`config.mk`:
```
export PLATFORM = sky130hd
export DESIGN_NAME = onehot_burst_decoder
export DESIGN_NICKNAME = d
export VERILOG_FILES = /design/src/rtl/onehot_burst_decoder.sv
export SDC_FILE = /design/constraint.sdc
export NUM_CORES = 1
export LEC_CHECK = 0
export CAP_MARGIN = 20
export CORE_ASPECT_RATIO = 2
export CORE_MARGIN = 10
export CORE_UTILIZATION = 50
export DETAILED_ROUTE_END_ITERATION = 12
export GPL_ROUTABILITY_DRIVEN = 0
export PLACE_DENSITY = 0.8
export SETUP_SLACK_MARGIN = 0.4
export SLEW_MARGIN = 20
export SYNTH_ARGS = -nofsm -noshare
export SYNTH_HDL_FRONTEND = slang
export SYNTH_SLANG_ARGS = --single-unit
```
`constraint.sdc`:
```
create_clock -name clock -period 1.8 [get_ports clock]
set_input_delay 0.27 -clock clock [delete_from_list [all_inputs] [get_ports clock]]
set_output_delay 0.27 -clock clock [all_outputs]
set_load 0.005 [all_outputs]
```
`src/rtl/onehot_burst_decoder.sv`:
```
// Sequential 5-to-32 burst decoder: emits one registered one-hot enable per beat.
// Optional macro ONEHOT_DEC_CHK_EN rejects out-of-range counts and pulses err.
module onehot_burst_decoder #(
  parameter int N_REGS = 32,
  parameter int CNT_W  = 6
) (
  input  logic              clock,
  input  logic              clear,
  input  logic              in_valid,
  output logic              in_ready,
  input  logic [4:0]        in_code,
  input  logic [CNT_W-1:0]  in_count,
  output logic              out_valid,
  input  logic              out_ready,
  output logic [N_REGS-1:0] Data,
  output logic [4:0]        out_code,
  output logic              out_last,
  output logic              busy
`ifdef ONEHOT_DEC_CHK_EN
  ,
  output logic              err
`endif
);

  typedef enum logic {
    IDLE = 1'b0,
    RUN  = 1'b1
  } state_t;

  state_t              state_q, state_d;
  logic [N_REGS-1:0]   data_q, data_d;
  logic [4:0]          code_q, code_d;
  logic                last_q, last_d;
  logic                valid_q, valid_d;
  logic [CNT_W-1:0]    remaining_q, remaining_d;
  logic                err_q, err_d;

  logic                count_bad;
  logic [CNT_W-1:0]    eff_count;
  logic                accept;
  logic                load;
  logic                reject;

  // Zero and oversize counts both mean "full sweep" unless the checker rejects them.
  assign count_bad = (in_count == '0) || (in_count > CNT_W'(N_REGS));
  assign eff_count = count_bad ? CNT_W'(N_REGS) : in_count;
  assign accept    = in_valid && (state_q == IDLE);

`ifdef ONEHOT_DEC_CHK_EN
  assign reject = accept && count_bad;
`else
  assign reject = 1'b0;
`endif
  assign load = accept && !reject;

  always_comb begin
    state_d     = state_q;
    data_d      = data_q;
    code_d      = code_q;
    last_d      = last_q;
    valid_d     = valid_q;
    remaining_d = remaining_q;
    err_d       = reject;
    case (state_q)
      IDLE: begin
        if (load) begin
          code_d      = in_code;
          data_d      = N_REGS'(1) << in_code;
          remaining_d = eff_count;
          last_d      = (eff_count == CNT_W'(1));
          valid_d     = 1'b1;
          state_d     = RUN;
        end
      end
      RUN: begin
        if (valid_q && out_ready) begin
          if (last_q) begin
            valid_d     = 1'b0;
            data_d      = '0;
            last_d      = 1'b0;
            remaining_d = '0;
            state_d     = IDLE;
          end else begin
            code_d      = code_q + 5'd1;
            data_d      = {data_q[N_REGS-2:0], data_q[N_REGS-1]};
            remaining_d = remaining_q - CNT_W'(1);
            last_d      = (remaining_q == CNT_W'(2));
          end
        end
      end
      default: state_d = IDLE;
    endcase
  end

  always_ff @(posedge clock or negedge clear) begin
    if (!clear) begin
      state_q     <= IDLE;
      data_q      <= '0;
      code_q      <= '0;
      last_q      <= 1'b0;
      valid_q     <= 1'b0;
      remaining_q <= '0;
      err_q       <= 1'b0;
    end else begin
      state_q     <= state_d;
      data_q      <= data_d;
      code_q      <= code_d;
      last_q      <= last_d;
      valid_q     <= valid_d;
      remaining_q <= remaining_d;
      err_q       <= err_d;
    end
  end

  assign in_ready  = (state_q == IDLE);
  assign busy      = (state_q == RUN);
  assign Data      = data_q;
  assign out_code  = code_q;
  assign out_last  = last_q;
  assign out_valid = valid_q;

`ifdef ONEHOT_DEC_CHK_EN
  assign err = err_q;
`else
  logic unused_err;
  assign unused_err = err_q;
`endif

endmodule

```
# Word level (Yosys, flattened, before mapping)
# Cells that the tools add are included.
[classes] add_sub_neg=2 n_lt_le_gt_ge=1 eq_ne=6 n_shift=1 n_mux=25 bitwise=1 reduce_logical=7
[op_table] cell="$mux 32" n=3
[op_table] cell="$pmux 32 s2" n=1
[op_table] cell="$shl 1x5->32 const A" n=1
[op_table] cell="$mux 6" n=4
[op_table] cell="$mux 5" n=3
[op_table] cell="$pmux 6 s2" n=1
[op_table] cell="$pmux 5 s2" n=1
[op_table] cell="$mux 1" n=9
[op_table] cell="$eq 6x1->1 const B" n=1
[op_table] cell="$eq 6x2->1 const B" n=1
[op_table] cell="$gt 6x6->1 const B" n=1
[op_table] cell="$logic_not 6->1" n=1
[op_table] cell="$ne 2x1->1 const B" n=3
[op_table] cell="$pmux 1 s2" n=3
[op_table] cell="$reduce_and 3->1" n=2
[op_table] cell="$sub 6x1->6 const B" n=1
[op_table] cell="$add 5x1->5 const B" n=1
[op_table] cell="$logic_and 1x1->1" n=2
[op_table] cell="$ne 2x2->1 const B" n=1
[op_table] cell="$reduce_and 2->1" n=1
[op_table] cell="$logic_or 1x1->1" n=1
[op_table] cell="$not 1->1" n=1
[word_totals] register_bits=46 in_bits=15 output_inout_bits=41 word_cells=49

# Longest topological paths before layout
# Gate-level depths: netlist of run 1.
[logic_depth] ltp_word=6 mapped_depth=8 ltp_nobuf=5

# Worst setup path before layout of run 1
# No wires, ideal clock.
[synth_timing] path_kind="reg2reg" startpoint="register state_q (netlist: busy)" endpoint="register code_q[4] (netlist: out_code[4])" setup_ps=126 arrival_time_ps=1370 required_time_ps=1674 setup_slack_ps=304 path_stages_with_launch=7 path_buffers=2 cell_sequence="dfrtp_1 > buf_6 > nor2b_4 > buf_6 > a31oi_4 > nor4_1 > a311o_1"
[synth_via] elab_chain_cells=4 word_cells_on_any_way=7
[synth_lines] item="from (decl)" line="30" rtl="state_t state_q, state_d;"
[synth_lines] item="from (signal assigned)" line="105" rtl="state_q <= state_d;"
[synth_lines] item="$not 1->1"
[synth_lines] item="$logic_and 1x1->1" line="47" rtl="assign accept = in_valid && (state_q == IDLE);"
[synth_lines] item="$ne 2x1->1 (no source line)"
[synth_lines] item="$reduce_and 3->1 (no source line)"
[synth_lines] item="to (signal assigned)" line="107" rtl="code_q <= code_d;"
[synth_lines] item="to (decl)" line="32" rtl="logic [4:0] code_q, code_d;"
# Parallel ways exist; a longest one is shown, timed or not.
# A chain may end at the register's enable or synchronous reset.

# Worst setup path after layout of run 1
[layout_timing] startpoint="register state_q (netlist: busy)" endpoint="register last_q (netlist: out_last)"
[layout_via] elab_chain_cells=4 word_cells_on_any_way=6
[layout_lines] item="$not 1->1"
[layout_lines] item="$logic_and 1x1->1" line="47"
[layout_lines] item="$ne 2x1->1 (no source line)"
[layout_lines] item="$reduce_and 2->1 (no source line)"
[layout_lines] item="to (signal assigned)" line="108" rtl="last_q <= last_d;"
[layout_lines] item="to (decl)" line="33" rtl="logic last_q, last_d;"
# Parallel ways exist; a longest one is shown, timed or not.

==> results of run 1 <==
## critical path, stage by stage, from the launching register on
cell and delay (ns):
dfrtp_2 0.40, buf_6 0.13, buf_4 0.13, nand3_4 0.08
and2_4 0.18, buf_6 0.13, buf_12 0.15, a31oi_1 0.25
a21oi_1 0.12
## cell families after synthesis
family,after synthesis,share of synthesized area [%]
AND/OR/NAND/NOR,110,20.7
AO/OA/AOI/OAI,76,23.4
buffers and inverters,24,6.03
adder cells (fa/ha/maj),3,1.55
multiplexers,2,0.825
flip-flops,46,47.4
## cell type report
type | instances | area, um^2
well taps | 55 | 68.8
clock inverters | 2 | 12.5
fillers | 171 | 355
repair buffers | 151 | 1450
clock buffers | 6 | 82.6
inverters | 6 | 22.5
multi-input cells | 191 | 1490
flip-flops and latches | 46 | 1150
## registers in the layout, indices dropped and copies added, names as in the netlist
name	count
Data	32
remaining_q	6
out_code	5
busy	1
out_last	1
out_valid	1
## path summary, 6_finish.rpt
path	from	end	slack [ns]	depth (start not counted)
max in group asynchronous	clear	Data[9]	0.63	3
max reg2reg	busy	out_last	0.11	8
min	in_valid	out_valid	0.44	3
min reg2reg	remaining_q[5]	remaining_q[5]	0.59	2
max	busy	out_last	0.11	8
min in group asynchronous	clear	Data[1]	0.51	2
## stage by stage
step           TNS [ns]  hold slack (ns)
2_1_floorplan         0          -0.0256
3_3_place_gp          0            0.302
3_5_place_dp    -0.0574            0.311
4_1_cts               0            0.454
5_1_grt               0            0.481
6_report              0            0.440
## timing repair
action	in CTS	in global routing
endpoints found under the hold margin	23	0
resized for setup	113	40
setup endpoints to repair	83	47
cloned	7	1
buffers inserted	51	6
pin swaps	13	19
hold buffers	1	0
## layout by cell type (no fill, tap or decap), types with 4 or more instances in the layout
| cell type | count |
|---|---|
| nor2b_1 | 4 |
| nand4_1 | 5 |
| nor2_1 | 46 |
| o21ai_1 | 16 |
| a21oi_1 | 7 |
| dlygate4sd2_1 | 43 |
| dfrtp_1 | 43 |
| nand2_1 | 25 |
| clkdlybuf4s50_1 | 8 |
| a32oi_1 | 11 |
| clkbuf_8 | 6 |
| buf_4 | 72 |
| buf_16 | 6 |
| buf_6 | 11 |
| a221oi_4 | 7 |
| a31oi_1 | 6 |
| a221oi_2 | 11 |
| inv_1 | 5 |
## power by group through the flow
stage          clock [W]  combinational [W]  sequential (W)
2_1_floorplan          0            0.00151         0.00196
3_3_place_gp           0            0.00284         0.00205
3_5_place_dp           0            0.00292         0.00206
4_1_cts         0.000672            0.00441         0.00183
5_1_grt         0.000742            0.00562         0.00197
6_report        0.000711            0.00540         0.00196
## Yosys cell counts, types with 4 or more instances
cell type  count
buf_2          9
nand2_1       26
nor2b_1        6
a31oi_1        6
a32oi_1       14
a21oi_1        7
inv_1          6
o21ai_0       21
a221oi_1      16
and2_1         4
dfrtp_1       46
nand4_1        5
buf_6          6
nor3_1         4
nor2_1        50
## metal layers
| metal | global-route usage [%] | up-vias | share of wire, % |
|---|---|---|---|
| met3 | 5.78 | 137 | 9.7 |
| li1 | - | 1242 | - |
| met5 | 0 | - | 0 |
| met1 | 24.3 | 1519 | 30 |
| met4 | 23.4 | 0 | 10 |
| met2 | 45.1 | 344 | 50 |
==> impl_metrics.yaml, run 1 <==
status:
  status: "finished clean"
synth:
  ys_types: 36
  yosysTopAreaCell: "dfrtp_1"
  synth_top_area_share_pct: 47.4
  synthArstFlopShare_pct: 100
  synthFlopType: "dfrtp_1"
  yosysWarnings: 0
  syn_nets: 279
  synth_edf_count: 0
  netlist_area_um2: 2430
  synth-seq-area-share_pct: 47.4
  ys_ff_latch: 46
  avgSynthCellArea_um2: 9.30
  synth_area_leaders: "dfrtp_1, nor2_1, a221oi_1, a32oi_1, o21ai_0"
  synth_cells: 261
cts:
  tritoncts: "done"
  cts_buffer_depth: 2
  clkSinkCount: 46
  clkLatencyLatePin_ns: 0.32
  path_clk_slew_ns: 0.09
  htreeDepth: 2
  cts_buffers: 5
  cts_root_buf: "clkbuf_8"
final_layout:
  area_growth_pct: 76.7
  nNetsFinal: 419
  diodes: 0
  drive_above_1_share_pct: 39.3
  fin_area_um2: 4290
  fin_cells: 457
  fin_util_pct: 92.3
power:
  finalPower_w: 0.00807
  pwr-share-comb_pct: 66.9
  switchingPower_w: 0.00361
  ir_worst_vdd_mv: 1.65
  p_int_w: 0.00446
  swShare_pct: 44.7
  seq_power_share_pct: 24.2
  p_per_area_nw_per_um2: 1880
  p_leak_nw: 2.00
  clockPowerShare_pct: 8.8
drt:
  drc_errors: 0
  drtPass1Iterations: 6
  via_per_inst: 7.09
  vias: 3242
  wl_per_cell_um: 30.2
  drtIter0Drc: 498
  ant_nets: 0
  drt_wl_total_mm: 13.8
sta:
  post-route-period-util_pct: 93.9
  slew-limit-headroom_pct: 53.7
  timing.fmax_mhz: 592
  rsz0062_at_grt: "yes"
  min_period_ns: 1.69
  setup_viol: 0
  worst_pin_slew_ns: 0.688
  drv_slew: 0
  hold_viol: 0
  finClkSkew_ns: 0.00802
  setup_slack_ns: 0.111
setup_path:
  cp_max_fo: 7
  critical_path_required_ns: 1.98
  worstSetupPathType: "register to register"
  endpoint_kind: "register"
  arrival_ns: 1.87
  start_kind: "register"
place:
  dp.cells: 383
  dpl_worst_slack_ns: -0.0574
  dp.final_hpwl_mm: 5.48
  portBuffers: 55
  placed_area_um2: 3180
global_routing:
  grt_pass1_wl_mm: 17.4
  grt_antenna_before_repair: 0
  grt_max_degree: 26
  gr-total-overflow: 0
  track_usage_pct: 25.9
  first_global_vias: 3351
die:
  rows: 35
  core_um2: 4640
  die-height_um: 119
  initial_utilization_pct: 52.3
  io_pins: 56
  dieArea_um2: 8210
  die_w_um: 69.3
min_path:
  hold_class: "primary input to register"
flow_run:
  cap_violations: 0
No activity file was read; power rests on OpenSTA's default activity.
==> inputs of run 2 (changes only) <==
--- a/config.mk
+++ b/config.mk
@@ -15,3 +15,3 @@
 export SETUP_SLACK_MARGIN = 0.4
-export SLEW_MARGIN = 20
+export SLEW_MARGIN = 10
 export SYNTH_ARGS = -nofsm -noshare
==> constraint.sdc (replaced) <==
create_clock -name clock -period 1.8 [get_ports clock]
set_input_delay 0.36 -clock clock [delete_from_list [all_inputs] [get_ports clock]]
set_output_delay 0.36 -clock clock [all_outputs]
set_load 0.005 [all_outputs]
==> run 2 against run 1 <==
- clock skew is 0.0037 ns higher
- critical path type is now primary input to register
- sequential power is 2% lower
- sequential cell count stayed put
- non-clock buffer count is 9 lower
- routed wire length is 16% lower
- combinational power is 13% lower
- largest cell class unchanged
- final area is 4.8% lower
- largest power group unchanged
- die area stayed put
- via count is 6.3% lower
- sequential share of layout area is 1.4 points higher
- global-route usage is 4.7 points lower
==> impl_metrics.yaml, run 2 (synthesized netlist as in run 1, its figures left out) <==
global_routing:
  grt_antenna_before_repair: 0
  grt_max_degree: 36
  use_met1_pct: 21.0
  gr-total-overflow: 0
  grt_busiest_layer: "met2"
  use_met2_pct: 39.5
  grt_pass1_wl_mm: 14.6
  met3_usage_pct: 4.19
  first_global_vias: 2846
  track_usage_pct: 21.2
setup_path:
  worstSetupPathType: "primary input to register"
  cp_cell_sequence: "dlygate4sd2_1, buf_4, nor2_1, nand4_1, a31oi_1"
  cp_max_fo: 7
  reg2reg_to: "Data[14]"
  max_stage_delay_ns: 0.39
  r2r-start: "busy"
  arrival_ns: 1.75
  start_kind: "primary input"
  reg2regPathDepth: 6
  critical_path_required_ns: 2.02
  endpoint_kind: "register"
  slowest_stage: "nor2_1"
  startpoint: "in_code[0]"
  reg2reg_slack_ns: 0.28
place:
  placed_area_um2: 3230
  portBuffers: 55
  dp.final_hpwl_mm: 5.43
die:
  dieArea_um2: 8210
  io_pins: 56
  core_um2: 4640
  initial_utilization_pct: 52.3
  die_w_um: 69.3
  rows: 35
  die-height_um: 119
flow_run:
  cap_violations: 0
drt:
  wl_per_cell_um: 25.9
  drc_errors: 0
  drtIter0Drc: 417
  ant_nets: 0
  via_per_inst: 6.78
  drt_wl_total_mm: 11.6
  drtPass1Iterations: 8
  vias: 3039
sta:
  slew-limit-headroom_pct: 64.2
  finClkSkew_ns: 0.0118
  post-route-period-util_pct: 84.9
  rsz0062_at_grt: "yes"
  worst_pin_slew_ns: 0.538
  drv_slew: 0
  timing.fmax_mhz: 654
  min_period_ns: 1.53
  setup_viol: 0
  hold_viol: 0
final_layout:
  multi_input_area_um2: 1430
  fin_area_um2: 4080
  final_cell_mix: "buf_4, nor2_1, dlygate4sd2_1, dfrtp_1, nand2_1"
  drive_above_1_share_pct: 38.2
  largest_reg_flops: 32
  diodes: 0
  mostFrequentLayoutCell: "buf_4"
  register_area_um2: 1150
  area_growth_pct: 68.1
  nFillCells: 225
  nNetsFinal: 410
power:
  ir_worst_vdd_mv: 1.54
  p_per_area_nw_per_um2: 1790
  p_leak_nw: 1.92
  finalPower_w: 0.00730
cts:
  cts_hold_buf: 0
  cts_buffer_depth: 2
  htreeDepth: 2
  clkLatencyLatePin_ns: 0.31
  cts_root_buf: "clkbuf_8"
  tritoncts: "done"
  path_clk_slew_ns: 0.10
  clkSinkCount: 46
  cts_buffers: 5
min_path:
  hold_class: "primary input to async pin"
status:
  status: "finished clean"
## run 2: critical path: cells and delay by family
kind            cells  cell delay [ns]
simple gates        2             0.60
buf+inv             2             0.57
compound gates      1             0.23
## run 2: how the worst max path moves through the flow
| stage | endpoint | slack [ns] | depth (start not counted) |
|---|---|---|---|
| 2_1_floorplan | out_code[4] | 0.36 | 6 |
| 3_3_place_gp | Data[6] | -0.02 | 5 |
| 3_5_place_dp | remaining_q[4] | -0.05 | 5 |
| 4_1_cts | in_ready | 0.27 | 3 |
| 5_1_grt | Data[28] | 0.23 | 5 |
| 6_report | Data[6] | 0.27 | 5 |
## run 2: timing repair
item	in CTS	in global routing
setup endpoints to repair	82	45
buffers inserted	39	7
gates cloned	3	3
pin swaps	1	11
resized for setup	82	49
## run 2: layer usage
layer / part of all wire (%) / up-vias
li1: - / 1229
met1: 33 / 1463
met2: 52 / 257
met3: 7.6 / 90
met4: 7.9 / 0
met5: 0 / -
## run 2: area by class of cell
cell class | count | share of cell area, %
Tap cell | 55 | 1.69
Sequential cell | 46 | 28.3
Multi-Input combinational cell | 191 | 35.1
Clock buffer | 6 | 2.02
Clock inverter | 2 | 0.307
Timing Repair Buffer | 142 | 32.0
Inverter | 6 | 0.613
## run 2: stage by stage
| stage | hold slack (ns) | std cells | utilization, % | worst slack (ns) | setup TNS [ns] |
|---|---|---|---|---|---|
| floorplan | 0.0644 | 261 | - | 0.359 | 0 |
| global placement | 0.352 | 388 | 69.6 | -0.0198 | -0.0351 |
| detailed placement | 0.357 | 388 | 69.6 | -0.0523 | -0.333 |
| CTS | 0.0393 | 438 | 81.6 | 0.275 | 0 |
| global route | 0.0499 | 448 | 87.9 | 0.230 | 0 |
| finish | 0.0301 | 448 | 87.9 | 0.271 | 0 |
## run 2: power by group
| part | leakage, nW | internal, W | switching [W] | total [W] |
|---|---|---|---|---|
| clock | 0.0472 | 0.000310 | 0.000384 | 0.000694 |
| sequential | 0.556 | 0.00154 | 0.000381 | 0.00192 |
| combinational | 1.31 | 0.00226 | 0.00242 | 0.00468 |
==> inputs of run 3 (changes only) <==
- CORE_UTILIZATION: 50 -> 45
- PLACE_DENSITY: 0.8 -> 0.76
- clock period: 1.8 -> 1.3 ns (I/O delays scaled with it)
==> run 3 against run 2 <==
- the flow now finishes with violations (negative setup slack)
- combinational power rose by 56%
- count of clock-buffer cells in the layout up 1
- clock skew down 0.0035 ns
- sequential cell count did not move
- final area grew 6.8%
- sequential power rose by 40%
- total power up 53%
- routed wire length fell by 1.1%
- setup slack worse by 0.48 ns
- hold slack gained 0.41 ns
- register-to-register slack lost 0.49 ns
==> impl_metrics.yaml, run 3 (synthesized netlist as in run 1, its figures left out) <==
setup_path:
  path_buf_inv: 4
  endpoint_kind: "register"
  start_kind: "register"
  critical_path_required_ns: 1.53
  arrival_ns: 1.74
  max_stage_delay_ns: 0.40
  cp_cell_sequence: "buf_6, buf_4, buf_6, nand2b_4, buf_6, a31oi_1, a21oi_1, nor3_1"
  crit_family: "buffers and inverters"
  reg2regPathDepth: 8
  r2r-start: "busy"
  slowest_stage: "dfrtp_2"
  cp_max_fo: 5
  worstSetupPathType: "register to register"
  reg2reg_to: "remaining_q[4]"
  path_common_cell: "buf_6"
  reg2reg_slack_ns: -0.21
sta:
  setup_viol: 47
  worst_pin_slew_ns: 0.544
  slew-limit-headroom_pct: 63.8
  setup_slack_ns: -0.213
  hold_viol: 0
  drv_slew: 0
  finClkSkew_ns: 0.00824
  timing.fmax_mhz: 661
  min_period_ns: 1.51
  rsz0062_at_grt: "yes"
  post-route-period-util_pct: 116
drt:
  drc_errors: 0
  wl_per_cell_um: 24.1
  drtPass1Iterations: 5
  vias: 3059
  via_per_inst: 6.43
  drtIter0Drc: 339
  drt_wl_total_mm: 11.5
  ant_nets: 0
global_routing:
  grt_antenna_before_repair: 0
  first_global_vias: 3120
  track_usage_pct: 22.7
  grt_pass1_wl_mm: 15.9
  gr-total-overflow: 0
  grt_max_degree: 47
cts:
  clkSinkCount: 46
  cts_buffers: 5
  tritoncts: "done"
  cts_root_buf: "clkbuf_8"
  clkLatencyLatePin_ns: 0.32
  cts_buffer_depth: 2
  path_clk_slew_ns: 0.10
  htreeDepth: 2
die:
  core_um2: 5180
  initial_utilization_pct: 46.8
  die-height_um: 124
  rows: 37
  dieArea_um2: 8910
  die_w_um: 71.9
  io_pins: 56
final_layout:
  largest_reg_flops: 32
  nNetsFinal: 435
  final_cell_mix: "buf_4, nor2_1, dfrtp_1, buf_2, buf_6"
  area_growth_pct: 79.6
  mostFrequentLayoutCell: "buf_4"
  diodes: 0
  fin_area_um2: 4360
  drive_above_1_share_pct: 55.7
place:
  dpl_worst_slack_ns: -0.461
  dp.final_hpwl_mm: 5.81
  portBuffers: 55
  placed_area_um2: 3440
power:
  p_per_area_nw_per_um2: 2560
  ir_worst_vdd_mv: 2.10
  p_leak_nw: 2.05
status:
  violations: "negative setup slack"
  status: "complete, but fails checks"
min_path:
  hold_class: "primary input to async pin"
flow_run:
  cap_violations: 0
## run 3: cell types whose count changed in the layout (fill, tap and decap cells not counted), moves of 3 or more
| cell | delta |
|---|---|
| dlygate4sd2_1 | -42 |
| buf_2 | +37 |
| buf_6 | +21 |
| nand2_1 | -12 |
| o21ai_0 | -9 |
| nand2_2 | +8 |
| buf_4 | +5 |
| o21ai_2 | +5 |
| nand2_4 | +4 |
| o21ai_1 | +4 |
| a221oi_2 | -3 |
| clkdlybuf4s50_1 | +3 |
## run 3: layout make-up
| type | count | area [um^2] |
|---|---|---|
| Fill cell | 280 | 827 |
| Tap cell | 58 | 72.6 |
| Timing Repair Buffer | 167 | 1450 |
| Clock buffer | 7 | 76.3 |
| Multi-Input combinational cell | 191 | 1550 |
| Inverter | 6 | 25.0 |
| Clock inverter | 1 | 30.0 |
| Sequential cell | 46 | 1150 |
## run 3: through the flow
step	std cells	setup TNS, ns	utilization (%)	hold slack (ns)	power (W)
CTS	469	-4.01	77.8	0.463	0.00979
detailed placement	415	-15.51	66.3	0.263	0.00735
global route	476	-7.87	84.0	0.494	0.0116
finish	476	-6.06	84.0	0.442	0.0111
global placement	415	-14.40	66.3	0.259	0.00721
floorplan	261	-2.42	-	-0.0356	0.00488
## run 3: how the worst max path moves through the flow
stage	from	to	slack, ns	cells past startpoint
after CTS	busy	out_code[4]	-0.15	6
after detailed placement	in_valid	remaining_q[4]	-0.46	5
after floorplan	busy	out_code[4]	-0.14	6
after global placement	in_code[2]	Data[31]	-0.39	5
final	busy	remaining_q[4]	-0.21	8
after global routing	busy	Data[22]	-0.24	6
## run 3: routing by layer
layer  share of wire [%]  up-vias  global-route usage, %  wire [um]
li1                    -     1277                      -          -
met1                  32     1492                   21.7       3660
met2                  53      213                   40.2       6080
met3                 7.0       77                   4.70        805
met4                 8.1        0                   19.1        932
met5                   0        -                      0          0
## run 3: tightest hold or removal path: stages
cell and delay [ns]:
dlygate4sd3_1 0.52, buf_2 0.12, buf_12 0.25
## run 3: power by group
part / switching, W / internal [W] / total, W
clock: 0.000555 / 0.000577 / 0.00113
combinational: 0.00362 / 0.00370 / 0.00732
sequential: 0.000557 / 0.00213 / 0.00269
total: 0.00473 / 0.00641 / 0.0111
## run 3: repair_timing
action	CTS	global route
gates cloned	4	1
endpoints found under the setup margin	87	87
hold buffers	1	0
resized for setup	243	60
endpoints found under the hold margin	46	0
pin swaps	9	15
setup buffers	41	6
